### src/rtl/hazard_ctrl.sv
// hazard_ctrl
//   Hazard and trap sequencer for the 5-stage RV32I pipeline. It resolves
//   load-use and memory-busy stalls and branch redirects. It also sequences
//   trap entry (ILLEGAL/ECALL/EBREAK) and trap return (MRET):
//   RUN -> DRAIN -> REDIRECT -> RUN.
//
// Ports
//   h_clk, h_rst            clock, synchronous active-low reset
//   h_i_d_*                 decode stage: valid, pc, rs1/rs2, rs2-used, exceptions
//                           (exception bits: 0 ILLEGAL, 1 ECALL, 2 EBREAK, 3 MRET)
//   h_i_ex_*                execute stage: valid, load, rd, redirect, target
//   h_i_mem_busy            memory stage waiting on the data bus
//   h_o_stall_f/d/e         hold fetch / decode / execute
//   h_o_flush_d/e           bubble decode / execute output
//   h_o_redirect            fetch loads h_o_pc_target on the next edge
//   h_o_pc_target           redirect address (0 when no redirect)
//   h_o_mepc, h_o_cause     saved trap PC and cause (registered)
//   h_o_in_trap             set by trap entry, cleared by MRET (registered)
module hazard_ctrl #(
  parameter int                   AWIDTH       = 5,
  parameter int                   PC_WIDTH     = 32,
  parameter logic [PC_WIDTH-1:0]  TRAP_VECTOR  = 32'h0000_0004,
  parameter int                   DRAIN_CYCLES = 2
) (
  input  logic                h_clk,
  input  logic                h_rst,
  input  logic                h_i_d_ce,
  input  logic [PC_WIDTH-1:0] h_i_d_pc,
  input  logic [AWIDTH-1:0]   h_i_d_rs1,
  input  logic [AWIDTH-1:0]   h_i_d_rs2,
  input  logic                h_i_d_use_rs2,
  input  logic [3:0]          h_i_d_exception,
  input  logic                h_i_ex_ce,
  input  logic                h_i_ex_load,
  input  logic [AWIDTH-1:0]   h_i_ex_rd,
  input  logic                h_i_ex_redirect,
  input  logic [PC_WIDTH-1:0] h_i_ex_target,
  input  logic                h_i_mem_busy,
  output logic                h_o_stall_f,
  output logic                h_o_stall_d,
  output logic                h_o_stall_e,
  output logic                h_o_flush_d,
  output logic                h_o_flush_e,
  output logic                h_o_redirect,
  output logic [PC_WIDTH-1:0] h_o_pc_target,
  output logic [PC_WIDTH-1:0] h_o_mepc,
  output logic [1:0]          h_o_cause,
  output logic                h_o_in_trap
);

  // Counter only ever holds DRAIN_CYCLES-1 down to 0.
  localparam int CNT_W = (DRAIN_CYCLES > 1) ? $clog2(DRAIN_CYCLES) : 1;
  localparam logic [CNT_W-1:0] DRAIN_LOAD = CNT_W'(DRAIN_CYCLES - 1);

  typedef enum logic [1:0] {
    ST_RUN,
    ST_DRAIN,
    ST_REDIRECT
  } state_t;

  state_t              state_q, state_d;
  logic [CNT_W-1:0]    cnt_q, cnt_d;
  logic                mret_pend_q, mret_pend_d;
  logic [PC_WIDTH-1:0] mepc_q, mepc_d;
  logic [1:0]          cause_q, cause_d;
  logic                in_trap_q, in_trap_d;

  logic br_take;
  logic exc_take;
  logic mret_only;
  logic load_use;

  // Cause priority ILLEGAL > ECALL > EBREAK; a pure MRET keeps the old cause.
  function automatic logic [1:0] trap_cause(input logic [3:0] exc,
                                            input logic [1:0] cur);
    if (exc[0])      return 2'd0;
    else if (exc[1]) return 2'd1;
    else if (exc[2]) return 2'd2;
    else             return cur;
  endfunction

  assign br_take   = h_i_ex_redirect && h_i_ex_ce;
  assign exc_take  = h_i_d_ce && (|h_i_d_exception);
  // MRET combined with a real trap source is handled as that trap.
  assign mret_only = (h_i_d_exception == 4'b1000);
  assign load_use  = h_i_ex_ce && h_i_ex_load && (h_i_ex_rd != '0) && h_i_d_ce &&
                     ((h_i_ex_rd == h_i_d_rs1) ||
                      (h_i_d_use_rs2 && (h_i_ex_rd == h_i_d_rs2)));

  always_comb begin
    state_d       = state_q;
    cnt_d         = cnt_q;
    mret_pend_d   = mret_pend_q;
    mepc_d        = mepc_q;
    cause_d       = cause_q;
    in_trap_d     = in_trap_q;
    h_o_stall_f   = 1'b0;
    h_o_stall_d   = 1'b0;
    h_o_stall_e   = 1'b0;
    h_o_flush_d   = 1'b0;
    h_o_flush_e   = 1'b0;
    h_o_redirect  = 1'b0;
    h_o_pc_target = '0;

    unique case (state_q)
      ST_RUN: begin
        if (br_take) begin
          // Decode exception on the wrong path is dropped with the flush.
          h_o_redirect  = 1'b1;
          h_o_pc_target = h_i_ex_target;
          h_o_flush_d   = 1'b1;
          h_o_flush_e   = 1'b1;
        end else if (exc_take) begin
          if (!mret_only) mepc_d = h_i_d_pc;
          cause_d     = trap_cause(h_i_d_exception, cause_q);
          mret_pend_d = mret_only;
          cnt_d       = DRAIN_LOAD;
          h_o_flush_d = 1'b1;
          h_o_stall_f = 1'b1;
          state_d     = ST_DRAIN;
        end else if (h_i_mem_busy) begin
          h_o_stall_f = 1'b1;
          h_o_stall_d = 1'b1;
          h_o_stall_e = 1'b1;
        end else if (load_use) begin
          h_o_stall_f = 1'b1;
          h_o_stall_d = 1'b1;
          h_o_flush_e = 1'b1;
        end
      end

      ST_DRAIN: begin
        // Execute-stage redirects here belong to younger instructions.
        h_o_stall_f = 1'b1;
        h_o_flush_d = 1'b1;
        if (cnt_q != '0) cnt_d = cnt_q - 1'b1;
        if ((cnt_q == '0) && !h_i_mem_busy) state_d = ST_REDIRECT;
      end

      ST_REDIRECT: begin
        h_o_redirect  = 1'b1;
        h_o_flush_d   = 1'b1;
        h_o_flush_e   = 1'b1;
        h_o_pc_target = mret_pend_q ? mepc_q : TRAP_VECTOR;
        in_trap_d     = !mret_pend_q;
        mret_pend_d   = 1'b0;
        state_d       = ST_RUN;
      end

      default: state_d = ST_RUN;
    endcase
  end

  always_ff @(posedge h_clk) begin
    if (!h_rst) begin
      state_q     <= ST_RUN;
      cnt_q       <= '0;
      mret_pend_q <= 1'b0;
      mepc_q      <= '0;
      cause_q     <= 2'd0;
      in_trap_q   <= 1'b0;
    end else begin
      state_q     <= state_d;
      cnt_q       <= cnt_d;
      mret_pend_q <= mret_pend_d;
      mepc_q      <= mepc_d;
      cause_q     <= cause_d;
      in_trap_q   <= in_trap_d;
    end
  end

  assign h_o_mepc    = mepc_q;
  assign h_o_cause   = cause_q;
  assign h_o_in_trap = in_trap_q;

endmodule

### config.mk
export PLATFORM = sky130hd
export DESIGN_NAME = hazard_ctrl
export DESIGN_NICKNAME = d
export VERILOG_FILES = /design/src/rtl/hazard_ctrl.sv
export SDC_FILE = /design/constraint.sdc
export NUM_CORES = 1
export LEC_CHECK = 0
export CORE_ASPECT_RATIO = 1.5
export CORE_MARGIN = 2
export CORE_UTILIZATION = 30
export DETAILED_ROUTE_END_ITERATION = 10
export GPL_TIMING_DRIVEN = 0
export PLACE_DENSITY = 0.83
export SYNTH_ARGS = -nofsm -noshare
export SYNTH_HDL_FRONTEND = slang
export SYNTH_SLANG_ARGS = --single-unit
export TNS_END_PERCENT = 100
### constraint.sdc
create_clock -name h_clk -period 1.79 [get_ports h_clk]
set_clock_uncertainty 0.2 [all_clocks]
set_input_delay 0.179 -clock h_clk [delete_from_list [all_inputs] [get_ports h_clk]]
set_output_delay 0.179 -clock h_clk [all_outputs]
set_load 0.005 [all_outputs]
## Yosys cells after proc, flatten, opt, wreduce, memory -nomap -nowiden

Cells that the tools add are included.

| word-level totals | value |
|---|---|
| memories | 0 |
| latch bits | 0 |
| output and inout bits | 73 |
| RAM bits | 0 |
| bits of input ports | 91 |
| register bits after elaboration | 39 |
| memory bits (read-only) | 0 |
| logic and storage cells | 79 |

| operators by class | value |
|---|---|
| eq/ne operators | 8 |
| magnitude comparators | 0 |
| div/mod/pow operators | 0 |
| add/subtract/negate cells | 1 |
| multiplexer cells | 38 |
| shifts and indexed selects | 0 |
| reductions and logical operators | 23 |
| bitwise logic cells | 3 |
| multipliers | 0 |

Operators by type and width:

| cell | number |
|---|---|
| $mux 32 | 2 |
| $pmux 32 s2 | 1 |
| $mux 1 | 22 |
| $mux 2 | 6 |
| $pmux 1 s2 | 6 |
| $eq 5x5->1 | 2 |
| $reduce_and 3->1 | 3 |
| $logic_and 1x1->1 | 8 |
| $reduce_and 4->1 | 2 |
| $ne 2x2->1 const B | 3 |
| $reduce_bool 5->1 | 1 |
| $eq 4x4->1 const B | 1 |
| $pmux 2 s2 | 1 |
| $reduce_bool 2->1 | 2 |
| $reduce_or 4->1 | 1 |
| $not 1->1 | 3 |
| $reduce_bool 3->1 | 1 |
| $eq 2x1->1 const B | 1 |
| $eq 2x2->1 const B | 1 |
| $logic_not 1->1 | 2 |
| $logic_not 2->1 | 1 |
| $reduce_or 2->1 | 1 |
| $logic_or 1x1->1 | 1 |
| $sub 1x1->1 const B | 1 |

## Depth between registers and ports, before layout

Gate-level depths: netlist of the first run.

| depth | value |
|---|---|
| depth after elaboration | 9 |
| depth in mapped cells | 9 |
| depth with buffers taken out | 6 |

## Worst setup path before layout of the first run

No wires, ideal clock.

| path | value |
|---|---|
| kind | flip-flop to output port |
| start | register state_q[0] |
| end | output port h_o_pc_target[0] |
| data arrival time | 1,467 ps |
| stages on the path, launching flop included | 8 |
| slack | -56 ps |
| required time | 1,411 ps |
| cell sequence | dfxtp_1 inv_1 ha_1 buf_4 and3_1 buf_2 clkbuf_1 a22o_1 |

| on the way | value |
|---|---|
| longest elaborated chain between the ends | 2 |
| elaborated cells on any way between the ends | 3 |
| classes of those cells | 1 x eq/ne; 1 x mux; 1 x reduce/logical |

RTL lines:

| what | line | text |
|---|---|---|
| start, declared | 61 | `state_t state_q, state_d;` |
| start signal, assigned | 163 | `state_q <= state_d;` |
| $eq 2x2->1 / $logic_not 2->1 (equally long branches) | 105 | `unique case (state_q)` |
| $pmux 32 s2 (*) | 105 |  |
| end, declared | 45 | `output logic [PC_WIDTH-1:0] h_o_pc_target,` |

Mark *: on every way between the ends. The rest lies on a longest branch, timed or not.

## Worst setup path after layout of the first run

| path | value |
|---|---|
| start | input port h_i_d_exception[3] |
| end | output port h_o_stall_f |

| on the way | value |
|---|---|
| longest elaborated chain between the ends | 5 |

RTL lines:

| what | line | text |
|---|---|---|
| start, declared | 32 | `input logic [3:0] h_i_d_exception,` |
| $reduce_or 4->1 | 83 | `assign exc_take = h_i_d_ce && (\|h_i_d_exception);` |
| $logic_and 1x1->1 | 83 |  |
| $mux 1 | 113 | `end else if (exc_take) begin` |
| $mux 1 | 107 | `if (br_take) begin` |
| $pmux 1 s2 | 105 |  |
| end, declared | 39 | `output logic h_o_stall_f,` |

Every way passes these cells.

==> results.cfg, run 1 <==
[min_path]
whs_endpoint = h_o_cause[0]
holdPathStages = 3
worstHoldPathType = input port to flip-flop
min-delay-start = h_i_d_exception[1]

[worst_setup_path]
worstPathMaxFanout = 3
cp.arrival_ps = 1640
r2r_start = state_q[0]
cp-start-kind = input port
slowest_stage = o41a_1
path_cells = dlygate4sd2_1, o41a_1, or3_4, o22ai_4, a21oi_2, buf_2
slowest_delay_ps = 460
reg2reg_depth = 8
crit_family = compound AO/OA/AOI/OAI gates
cp.required_ps = 1410
path_class = input port to output pin
r2r_slack_ps = -80
crit_buf_inv = 2
crit_path_end_kind = output pin
regToRegEndpoint = h_o_mepc[9]

[cts]
htree_levels = 2
cts.sinks = 39
cts_buffers = 5
cts-root-buf = clkbuf_8
clock_path_buffers = 2
cts.clk_slew.worst_paths_ps = 70
tritoncts = done
worst_skew_pair.late_latency_ps = 280

[logic_synthesis]
yosysWarnings = 0
synth_seq_cells = 39
ys_seq_area_share_pct = 34.9
ys_types = 42
synth_top_cell_by_area = dfxtp_1
synth_area_leaders = dfxtp_1 (35%), a22o_1 (13%), a21oi_2 (8.2%)
synth_fp_nets = 353
synthCells = 258
syn_avg_cell_area_um2 = 8.67
syn_area_um2 = 2240
synth_top_area_share_pct = 34.9

[sta]
tightestPinTransition_ps = 658
layout_setup_ws_ps = -231
fmaxAchievable_mhz = 495
drv_slew = 0
whs_ps = 74.1
rsz0062_at_grt = yes
setup_viol = 68
final_hold_viol_count = 0
fin_crit_ps = 2020
period_share_pct = 113
slew_headroom_pct = 56.1

[pwr]
leakagePower_nw = 1.76
pwr_density_cell_nw_per_um2 = 916
power.total_mw = 3.91
ir_drop_v = 0.000419

[layout]
nets = 539
antennaDiodeCount = 0
mostFrequentLayoutCells = clkdlybuf4s50_1 (106), nand2_1 (49), dfxtp_1 (37), buf_2 (37), a22o_1 (32)
drive_above_1_share_pct = 33.3
num-fill-cells = 693
utilization_pct = 59.1
area_delta_synth_final_pct = 91.0
mostFrequentLayoutCell = clkdlybuf4s50_1

[placed_design]
hpwl_um = 6120
routabilityCongestion = 0.772
io_buffers = 163

[floorplanning]
io_pins = 164
die_w_um = 74.5
start_util_pct = 30.9
die_height_um = 110
fp-row-count = 38
core_region_area_um2 = 7230
dieArea_um2 = 8170

[grt]
grt_pass1_wl_um = 12200
grt_max_degree = 12
antenna_found_initial = 0
grt-ovfl-total = 0
grt_pass1_vias = 2529
grtUsageTotal_pct = 19.4

[detailed_routing]
firstDrtPassIters = 4
drc = 0
wl_um = 8520
routed-via-count = 2628
drt_iter0_markers = 63
wl_per_cell_um = 15.6
final_antenna_net_count = 0
drt-vias-per-instance = 4.82

[job]
maxCapViolCount = 0

[run_status]
violations = setup timing
status = complete, but fails checks
[synth_stat cells, drive strengths merged]
master,instances
a22o,32
mux2i,1
o221a,1
o41ai,1
a21boi,1
clkinv,1
o22ai,1
nand3b,1
ha,4
o21ai,2
nor2,7
o21a,1
nor4,1
a32oi,1
inv,4
nand2,70
xor2,9
nand3,3
o41a,1
clkbuf,9
a21oi,39
buf,10
nand2b,1
xnor2,1
or3,4
and2,2
o31ai,1
and3,3
nor3,3
o21bai,1
nor2b,1
dfxtp,39
a211oi,2
[stage by stage]
step	setup TNS [ps]	cells	instance area, um^2	worst slack [ps]
floorplan	0	258	2240	4.28
global placement	-35910	521	4000	-850
detailed placement	-37110	521	4000	-844
CTS	-11120	542	4180	-309
global route	-12160	545	4270	-283
finish	-8410	545	4270	-231
[layer usage]
metal	vias to the layer above	part of all wire, %	track usage (%)
met5	-	0	0
li1	1274	-	-
met2	100	57	37.9
met1	1242	36	19.9
met3	12	6.5	4.49
met4	0	1.3	5.61
[state kept, by name, summed over array words and instances (netlist names)]
signal	cells
cnt_q	1
h_o_cause	2
h_o_in_trap	1
h_o_mepc	32
mret_pend_q	1
state_q	2
[layout make-up]
type	instances	area, um^2	area share, %
repair buffers	181	1610	37.7
multi-input cells	195	1450	33.8
flip-flops and latches	39	783	18.3
plain buffers	17	209	4.89
well taps	100	125	2.93
clock buffers	7	76.3	1.79
inverters	5	18.8	0.439
clock inverters	1	5.00	0.117
[cell families (layout without fill, tap and decap cells)]
group,after synthesis,count (layout),share of synthesized area (%)
AO/OA/AOI/OAI,84,84,29.8
XOR/XNOR,10,10,3.92
adder cells (fa/ha/maj),4,4,2.24
buffers and inverters,24,211,7.11
flip-flops,39,39,34.9
multiplexers,1,1,0.448
AND/OR/NAND/NOR,96,96,21.5
[tightest hold or removal path: cells and delay by family]
family          cells  cell delay [ps]
simple gates        1              120
compound gates      1               70
buf+inv             1              140
[repair_timing]
item,in CTS,in global routing
setup buffers,10,4
pin swaps,42,18
setup endpoints to repair,75,74
gates resized for setup,205,33
cloned,4,0
hold buffers,0,0
[how the worst max path moves through the flow]
stage	start	endpoint	slack, ps	cells past startpoint
after floorplan	state_q[1]	h_o_pc_target[0]	4	7
after global placement	state_q[0]	h_o_pc_target[12]	-850	7
after detailed placement	state_q[0]	h_o_pc_target[22]	-840	7
after CTS	state_q[1]	h_o_pc_target[17]	-310	8
after global routing	state_q[1]	h_o_pc_target[31]	-280	7
final	h_i_d_exception[3]	h_o_stall_f	-230	6
[power breakdown]
part / internal [mW] / leakage, nW / switching, mW
Clock: 0.274 / 0.0422 / 0.303
Combinational: 1.25 / 1.40 / 0.965
Sequential: 1.02 / 0.319 / 0.106
Total: 2.54 / 1.76 / 1.37
Power figures use the tool's default switching activity.
==> inputs of run 2 (changes only) <==
SKIP_LAST_GASP = 1   (was not set)
==> results.cfg, run 2 (same netlist as run 1, synthesis figures left out) <==
[detailed_routing]
wl_um = 8590
drc = 0
firstDrtPassIters = 4
drt-vias-per-instance = 4.80
drt_iter0_markers = 76
final_antenna_net_count = 0
routed-via-count = 2623
wl_per_cell_um = 15.7

[sta]
layout_setup_ws_ps = -236
tightestPinTransition_ps = 692
fmaxAchievable_mhz = 494
setup_viol = 67
drv_slew = 0
fin_crit_ps = 2030
period_share_pct = 113
final_hold_viol_count = 0
rsz0062_at_grt = yes
fin_tns_setup_ps = -8480
slew_headroom_pct = 53.8

[layout]
drive_above_1_share_pct = 33.2
area_delta_synth_final_pct = 91.8
mostFrequentLayoutCell = clkdlybuf4s50_1
utilization_pct = 59.3
nets = 540
largest_reg_flops = 32
antennaDiodeCount = 0
num-fill-cells = 686
mostFrequentLayoutCells = clkdlybuf4s50_1 (106), nand2_1 (49), dfxtp_1 (37), buf_2 (37), a22o_1 (32)

[job]
maxCapViolCount = 0

[floorplanning]
io_pins = 164
die_height_um = 110
die_w_um = 74.5
dieArea_um2 = 8170
fp-row-count = 38
core_region_area_um2 = 7230
start_util_pct = 30.9

[worst_setup_path]
slowest_stage = o41a_1
cp-start-kind = input port
crit_buf_inv = 2
slowest_delay_ps = 480
worstPathMaxFanout = 5
cp.required_ps = 1410
crit_family = compound AO/OA/AOI/OAI gates
cp.arrival_ps = 1650
path_cells = clkdlybuf4s15_1, o41a_1, or3_4, o22ai_4, a21oi_2, buf_2
crit_path_end_kind = output pin
path_class = input port to output pin

[grt]
grt-ovfl-total = 0
grt_max_degree = 12
grt_pass1_wl_um = 12200
grtUsageTotal_pct = 19.4
antenna_found_initial = 0
grt_pass1_vias = 2529

[min_path]
worstHoldPathType = input port to flip-flop

[placed_design]
routabilityCongestion = 0.772
io_buffers = 163
place_ws_ps = -844
hpwl_um = 6120

[cts]
htree_levels = 2
worst_skew_pair.late_latency_ps = 280
cts_hold_buf = 0
cts-root-buf = clkbuf_8
clock_path_buffers = 2
cts.sinks = 39
cts_buffers = 5
tritoncts = done
cts.clk_slew.worst_paths_ps = 70

[run_status]
violations = setup timing
status = complete, but fails checks

[pwr]
ir_drop_v = 0.000413
leakagePower_nw = 1.78
power.total_mw = 3.93
pwr_density_cell_nw_per_um2 = 916
## run 2: cell types whose count changed in the layout (fill, tap and decap cells not counted), sizes merged
cell / change
dlymetal6s2s: +1
clkbuf: -1
buf: +1
## run 2: routing by layer
layer / routed length, um / part of all wire, % / track usage (%) / up-vias
met5: 0 / 0 / 0 / -
li1: - / - / - / 1277
met4: 133 / 1.5 / 5.61 / 0
met3: 548 / 6.4 / 4.49 / 13
met2: 4830 / 56 / 37.9 / 102
met1: 3080 / 36 / 19.9 / 1231
## run 2: repair_timing
action,in CTS,in global routing
pin swaps,42,20
setup endpoints to repair,75,74
gates resized for setup,202,35
gates cloned,4,0
setup buffers,10,5
## run 2: final timing paths
check | from | to | slack [ps] | cells after the start
setup reg to reg | state_q[1] | h_o_mepc[9] | -70 | 8
hold / removal | h_i_d_exception[3] | mret_pend_q | 110 | 4
hold reg to reg | h_o_cause[1] | h_o_cause[1] | 260 | 2
setup / recovery | h_i_d_exception[0] | h_o_stall_f | -240 | 6
## run 2: metrics by stage
stage	cells	area, um^2	hold slack [ps]
final	546	4290	109
after global routing	546	4290	104
after CTS	542	4180	230
after detailed placement	521	4000	249
after global placement	521	4000	240
after floorplan	258	2240	97.2
## run 2: layout make-up
type	instances	area (um^2)	share of cell area (%)
inverters	5	21.3	0.496
clock inverters	1	5.00	0.117
multi-input cells	195	1450	33.7
clock buffers	7	76.3	1.78
repair buffers	182	1620	37.9
flip-flops and latches	39	783	18.3
plain buffers	17	209	4.87
well taps	100	125	2.92
## run 2: worst reg2reg max path: cells and delay by family, from the launching register on
family                     cells  cell delay [ps]
DFF                            1              330
buffers and inverters          3              370
AOI/OAI and AO/OA              2              440
adders and majority gates      1              160
and+or+nand+nor                2              290
## run 2: power by group
| part | internal (mW) | switching, mW |
|---|---|---|
| sequential | 1.02 | 0.109 |
| clock | 0.274 | 0.302 |
| combinational | 1.26 | 0.971 |
| total | 2.55 | 1.38 |
==> inputs of run 3 (changes only) <==
ABC_AREA = 1   (was not set)
CELL_PAD_IN_SITES_DETAIL_PLACEMENT = 1   (was not set)
CELL_PAD_IN_SITES_GLOBAL_PLACEMENT = 2   (was not set)
CORE_UTILIZATION = 14   (was 30)
PLACE_DENSITY = not set   (was 0.83)
PLACE_DENSITY_LB_ADDON = 0.3   (was not set)
==> results.cfg, run 3 <==
[logic_synthesis]
ys_types = 27
synth_top_area_share_pct = 35.2
syn_avg_cell_area_um2 = 6.58
synthCells = 337
syn_area_um2 = 2220
ys_seq_area_share_pct = 35.2
synth_seq_cells = 39
yosys_most_used_dff = dfxtp_1
async_flop_share_pct = 0
synthMostInstantiatedCell = o21ai_0
yosys-top-cells-count = o21ai_0 (67), inv_1 (59), a21oi_1 (43), dfxtp_1 (39), nand2_1 (39)
synth_area_leaders = dfxtp_1 (35%), o21ai_0 (15%), inv_1 (10%)
synth_fp_nets = 432
yosysWarnings = 0
synth_edf_count = 0
synth_top_cell_by_area = dfxtp_1

[worst_setup_path]
path_cells = inv_2, ha_4, buf_12, clkbuf_16, nand3_2, o21ai_1, buf_2
worstPathMaxFanout = 8
cp.arrival_ps = 1490
reg2reg_depth = 8
r2r_slack_ps = 110
cp-start-kind = flip-flop
slowest_delay_ps = 360
crit_path_end_kind = output pin
path_class = flip-flop to output pin
slowest_stage = dfxtp_4
cp.required_ps = 1410

[sta]
period_share_pct = 104
rsz0062_at_grt = yes
layout_setup_ws_ps = -80.1
drv_slew = 0
slew_headroom_pct = 65.7
final_hold_viol_count = 0
fmaxAchievable_mhz = 535
whs_ps = 129
setup_viol = 36
fin_tns_setup_ps = -1600
tightestPinTransition_ps = 514
fin_crit_ps = 1870

[floorplanning]
dieArea_um2 = 16900
die_w_um = 107
fp-row-count = 56
io_pins = 164
die_height_um = 158
core_region_area_um2 = 15600
start_util_pct = 14.2

[min_path]
holdPathStages = 3
worstHoldPathType = input port to flip-flop

[detailed_routing]
firstDrtPassIters = 4
wl_per_cell_um = 15.9
routed-via-count = 2981
final_antenna_net_count = 0
drt_iter0_markers = 67
wl_um = 11500
drt-vias-per-instance = 4.10
drc = 0

[grt]
grt_pass1_vias = 3243
grt_pass1_wl_um = 17600
antenna_found_initial = 0
grtUsageTotal_pct = 13.6
grt_max_degree = 13
grt-ovfl-total = 0

[layout]
mostFrequentLayoutCell = clkdlybuf4s50_1
mostFrequentLayoutCells = clkdlybuf4s50_1 (106), inv_1 (53), a21oi_1 (41)
drive_above_1_share_pct = 25.8
nets = 618
stdcell_count = 727
fin_area_um2 = 4610
antennaDiodeCount = 0
largest_reg_flops = 32
area_delta_synth_final_pct = 108
utilization_pct = 29.6

[job]
maxCapViolCount = 0

[placed_design]
placed_cells = 702
routabilityCongestion = 0.752
place_ws_ps = -743
io_buffers = 162
hpwl_um = 8860
placed_cell_area_um2 = 4090

[run_status]
violations = setup timing
status = complete, but fails checks

[pwr]
power_frac_comb_pct = 54.9
pwr_density_cell_nw_per_um2 = 1150
power_frac_clock_pct = 22.3
leakagePower_nw = 1.95
ir_drop_v = 0.000456
internal-power_mw = 3.44
power.total_mw = 5.32
p_sw_share_pct = 35.3
power_frac_seq_pct = 22.9
p_sw_mw = 1.88

[cts]
cts_buffers = 5
cts-root-buf = clkbuf_16
cts_hold_buf = 0
htree_levels = 2
tritoncts = done
cts.sinks = 39
worst_skew_pair.late_latency_ps = 290
cts.clk_slew.worst_paths_ps = 60
clock_path_buffers = 2
run 3: logic make-up after synthesis:
logic type / synth area share, %
compound gates: 26.6
simple gates: 20.0
buf+inv: 15.5
flops: 35.2
fa+ha+maj: 2.26
xor+xnor: 0.395
run 3: layout make-up:
| type | instances | area [um^2] |
|---|---|---|
| tap | 203 | 254 |
| multi-input combinational | 216 | 1300 |
| fill | 1916 | 10900 |
| clock buffer | 6 | 129 |
| clock inverter | 2 | 60.1 |
| timing repair buffer | 179 | 1620 |
| buffer | 21 | 219 |
| inverter | 61 | 239 |
| sequential | 39 | 788 |
run 3: worst paths after layout:
kind / start / to
setup / recovery: state_q[1] / h_o_pc_target[12]
hold / removal: h_i_d_exception[1] / h_o_cause[0]
setup reg to reg: state_q[1] / h_o_mepc[5]
hold reg to reg: cnt_q / cnt_q
run 3: power by group through the flow:
stage | combinational [mW] | clock (mW) | sequential [mW]
final | 2.92 | 1.18 | 1.22
after detailed placement | 2.17 | 0 | 1.21
after floorplan | 0.913 | 0 | 1.21
after CTS | 2.72 | 1.22 | 1.21
after global routing | 3.19 | 1.25 | 1.25
after global placement | 2.16 | 0 | 1.20
run 3: routing by layer:
metal	wire [um]	vias to the layer above	part of all wire, %	GRT usage [%]
met3	684	10	5.9	2.72
li1	-	1476	-	-
met5	0	-	0	0
met1	4330	1395	38	14.8
met4	184	0	1.6	4.08
met2	6350	100	55	26.0
run 3: timing repair:
action / in CTS / in global routing
buffers inserted: 10 / 4
endpoints found under the hold margin: 0 / 0
gates resized for setup: 234 / 73
pin swaps: 7 / 13
cloned: 2 / 2
setup endpoints to repair: 49 / 65
run 3: critical path: cells and delay by family, from the launching register on:
family / cells / cell delay [ps]
buffers and inverters: 4 / 530
DFF: 1 / 360
adders and majority gates: 1 / 170
AOI/OAI and AO/OA: 1 / 80
and+or+nand+nor: 1 / 60
